<file path="config.mk">
export PLATFORM = sky130hd
export DESIGN_NAME = cic_dec
export DESIGN_NICKNAME = d
export VERILOG_FILES = /design/src/rtl/cic_dec.sv
export SDC_FILE = /design/constraint.sdc
export NUM_CORES = 2
export LEC_CHECK = 0
export CORE_MARGIN = 8
export CORE_UTILIZATION = 30
export CTS_BUF_LIST = sky130_fd_sc_hd__clkbuf_8
export CTS_CLUSTER_DIAMETER = 100
export DETAILED_ROUTE_END_ITERATION = 8
export HOLD_SLACK_MARGIN = 0.15
export PLACE_DENSITY = 0.55
export SKIP_LAST_GASP = 1
export SLEW_MARGIN = 10
export SYNTH_ARGS = -nofsm -noshare
export SYNTH_HDL_FRONTEND = slang
export SYNTH_HIERARCHICAL = 1
export SYNTH_SLANG_ARGS = --single-unit
export TNS_END_PERCENT = 30
</file>
<file path="constraint.sdc">
create_clock -name clk -period 5.15 [get_ports clk]
set_input_delay 1.03 -clock clk [delete_from_list [all_inputs] [get_ports clk]]
set_output_delay 1.03 -clock clk [all_outputs]
set_load 0.01 [all_outputs]
</file>
<file path="src/rtl/cic_dec.sv">
// CIC decimator: N integrators at the input rate, decimation by runtime R, N combs at the
// output rate. Define CIC_DEC_ROUND_EN for round-half-up output scaling instead of floor.

module cic_dec_comb #(
    parameter int W = 22,
    parameter int M = 1
) (
    input  logic         clk,
    input  logic         rst,
    input  logic         en,
    input  logic [W-1:0] x,
    output logic [W-1:0] y
);
    logic [M-1:0][W-1:0] dly;

    always_ff @(posedge clk) begin
        if (rst) begin
            y   <= '0;
            dly <= '0;
        end else if (en) begin
            y      <= x - dly[M-1];
            dly[0] <= x;
            for (int i = 1; i < M; i++) dly[i] <= dly[i-1];
        end
    end
endmodule

module cic_dec #(
    parameter int I_WIDTH   = 16,
    parameter int O_WIDTH   = 16,
    parameter int RMAX      = 1625,
    parameter int M         = 1,
    parameter int N         = 5,
    parameter int REG_WIDTH = 71
) (
    input  logic                        clk,
    input  logic                        rst,
    input  logic [$clog2(RMAX+1)-1:0]   rate,
    input  logic [I_WIDTH-1:0]          input_tdata,
    input  logic                        input_tvalid,
    output logic [O_WIDTH-1:0]          output_tdata,
    output logic                        output_tvalid
);
    localparam int RW = $clog2(RMAX+1);
    localparam int S  = REG_WIDTH - O_WIDTH;

    logic [N-1:0][REG_WIDTH-1:0] integ;
    logic [N:0][REG_WIDTH-1:0]   x_chain;
    logic [REG_WIDTH-1:0]        din_ext;
    logic [REG_WIDTH-1:0]        scaled;
    logic [RW-1:0]               cnt, rate_q, rate_c;
    // vld_pipe[0] is the decimation strobe; vld_pipe[k+1] marks comb stage k as fresh
    logic [N:0]                  vld_pipe;

    always_comb begin
        rate_c = rate;
        if (rate == '0)
            rate_c = RW'(1);
        else if (rate > RW'(RMAX))
            rate_c = RW'(RMAX);
    end

    assign din_ext = {{(REG_WIDTH-I_WIDTH){input_tdata[I_WIDTH-1]}}, input_tdata};

    // Modular wrap here is cancelled exactly by the combs.
    always_ff @(posedge clk) begin
        if (rst) begin
            integ <= '0;
        end else if (input_tvalid) begin
            integ[0] <= integ[0] + din_ext;
            for (int k = 1; k < N; k++) integ[k] <= integ[k] + integ[k-1];
        end
    end

    // rate_q reloads only on wrap so a ratio change never splits an output period.
    always_ff @(posedge clk) begin
        if (rst) begin
            cnt      <= '0;
            rate_q   <= rate_c;
            vld_pipe <= '0;
        end else begin
            vld_pipe[N:1] <= vld_pipe[N-1:0];
            vld_pipe[0]   <= 1'b0;
            if (input_tvalid) begin
                if (cnt == rate_q - RW'(1)) begin
                    cnt         <= '0;
                    rate_q      <= rate_c;
                    vld_pipe[0] <= 1'b1;
                end else begin
                    cnt <= cnt + RW'(1);
                end
            end
        end
    end

    assign x_chain[0] = integ[N-1];

    for (genvar k = 0; k < N; k++) begin : g_comb
        cic_dec_comb #(
            .W (REG_WIDTH),
            .M (M)
        ) u_comb (
            .clk (clk),
            .rst (rst),
            .en  (vld_pipe[k]),
            .x   (x_chain[k]),
            .y   (x_chain[k+1])
        );
    end

`ifdef CIC_DEC_ROUND_EN
    assign scaled = x_chain[N] + (REG_WIDTH'(1) << (S-1));
`else
    assign scaled = x_chain[N];
`endif

    always_ff @(posedge clk) begin
        if (rst) begin
            output_tdata  <= '0;
            output_tvalid <= 1'b0;
        end else begin
            output_tvalid <= vld_pipe[N];
            if (vld_pipe[N])
                output_tdata <= O_WIDTH'(scaled >> S);
        end
    end
endmodule

</file>
==> impl_metrics.json <==
{
  "status": "completed",
  "numCtsBuffers": 182,
  "port_buffers": 46,
  "yosysWarnings": 6,
  "required_ps": 5960,
  "htreeDepth": 4,
  "hpwl_um": 175000,
  "ant_nets": 0,
  "ir_drop_v": 0.000224,
  "startpoint_type": "flop",
  "grtUsageTotal_pct": 15.4,
  "multi_input_area_um2": 53200,
  "p_per_area_nw_per_um2": 260,
  "final_common_cell": "nor2_1",
  "cts_tree": "done",
  "crit_type": "flop to flop",
  "vias": 69472,
  "boundaryPins": 47,
  "start_util_pct": 30.2,
  "fmax_mhz": 221,
  "p_clk_share_pct": 37.9,
  "min_from": "g_comb[4].u_comb/y[55]",
  "clockBufferDepth": 3,
  "drt_iter0_markers": 4082,
  "min_period_ps": 4520,
  "wl_per_cell_um": 17.0,
  "vias_per_cell": 5.21,
  "grt_max_degree": 167,
  "layout.cells.non_filler": 13340,
  "hold_path_class": "flop to flop",
  "die_x_um": 530,
  "worst_pin_slew_ps": 1040,
  "tns_ps": 0,
  "grt_pass1_vias": 67303,
  "r2r_start": "integ[219]",
  "clkSinkCount": 1055,
  "fin_hold_ws_ps": 460,
  "fin_crit_sh_pct": 87.9,
  "post_cts_buffers": 0,
  "nFillCells": 27688,
  "antenna_found_initial": 2,
  "hold_viol": 0,
  "synthesis.area_um2": 79300,
  "regArea_um2": 21200,
  "ctsHoldBuffers": 0,
  "setup_viol_count_final": 0,
  "power.total_mw": 22.3,
  "slew_headroom_pct": 30.7,
  "insertion_delay_ps": 930,
  "area_growth_syn_to_layout_pct": 8.31,
  "die_area_um2": 281000,
  "overflow": 0,
  "cts_root_buf": "clkbuf_8",
  "syn_nets": 10723,
  "intPower_mw": 15.1,
  "fin_skew_ps": 51.7,
  "power_leakage_nw": 36.8,
  "cp-startpoint": "integ[219]",
  "layout-drive-gt1-share_pct": 6.05,
  "die_y_um": 530,
  "mostFrequentLayoutCells": "nor2_1 (1189), dfxtp_1 (1039), a21oi_1 (881)",
  "syn_inst": 9981,
  "nets": 10414,
  "wl_um": 227000,
  "cp-end-kind": "flop",
  "drv_slew": 0,
  "syn_area_per_cell_um2": 7.95,
  "p_seq_share_pct": 40.1,
  "cts_resized": 0,
  "rows": 188,
  "gp_congestion": 0.911,
  "sw_frac_of_total_pct": 32.1,
  "drc": 0,
  "worstPathArrival_ps": 5330,
  "rsz0062_at_grt": "false",
  "core_um2": 263000,
  "cp_max_fo": 6,
  "path_clk_slew_ps": 60,
  "drv.max_cap_violation_count": 0,
  "switchingPower_mw": 7.16,
  "drt_pass1_iterations": 6,
  "post-place-cells": 13003,
  "p_comb_share_pct": 22.0,
  "grt_pass1_wl_um": 363000
}
==> power by group through the flow <==
| stage | Combinational, mW | Clock, mW | Sequential (mW) |
|---|---|---|---|
| 2_1_floorplan | 3.83 | 0 | 8.86 |
| 4_1_cts | 4.90 | 8.77 | 8.96 |
| 3_3_place_gp | 4.84 | 0 | 9.14 |
| 3_5_place_dp | 4.87 | 0 | 9.13 |
| 6_report | 4.91 | 8.45 | 8.94 |
| 5_1_grt | 5.44 | 9.14 | 8.97 |
==> flip-flops by register name, indices dropped and copies added, names as in the netlist <==
register and flops:
output_tvalid 1, g_comb.u_comb/y 300, output_tdata 16, integ 355, rate_q 11, vld_pipe 6, g_comb.u_comb/dly 355, cnt 11
==> area by class of cell <==
class,count,share of cell area (%)
clock inverters,104,1.07
multi-input cells,7790,61.9
diodes,5,0.0146
clock buffers,228,3.65
flip-flops and latches,1055,24.7
well taps,3515,5.12
inverters,539,2.36
repair buffers,104,1.16
==> metrics by stage <==
| stage | instance area (um^2) | util [%] | setup slack [ps] |
|---|---|---|---|
| after floorplan | 79300 | - | 1150 |
| after global placement | 81800 | 31.2 | 187 |
| after detailed placement | 81900 | 31.2 | 326 |
| after CTS | 85900 | 32.7 | 654 |
| after global routing | 85900 | 32.7 | 347 |
| final | 85900 | 32.7 | 625 |
==> worst max-delay path, cell delays in order (launching register included) <==
cell,delay (ps)
dfxtp_1,350
ha_1,420
nand4_1,190
nor4_1,720
nor2_1,160
a211oi_1,670
a311oi_1,420
o21ai_1,360
a31oi_1,220
o31ai_1,430
a221oi_1,160
xor2_1,160
o21ai_0,160
==> per-layer routing <==
layer | wire length (um) | global-route usage, % | vias to the layer above
met4 | 9160 | 5.97 | 0
li1 | - | - | 35043
met3 | 6660 | 1.83 | 451
met1 | 105000 | 19.6 | 32752
met2 | 106000 | 26.6 | 1226
met5 | 0 | 0 | -
==> final timing paths <==
path                                                to  slack, ps  depth (start not counted)
worst max-delay path                        integ[280]        630                         12
worst min-delay path            g_comb[4].u_comb/y[55]        460                          2
worst max register to register              integ[280]        630                         12
worst min register to register  g_comb[4].u_comb/y[55]        460                          2
No activity file was read; power rests on OpenSTA's default activity.
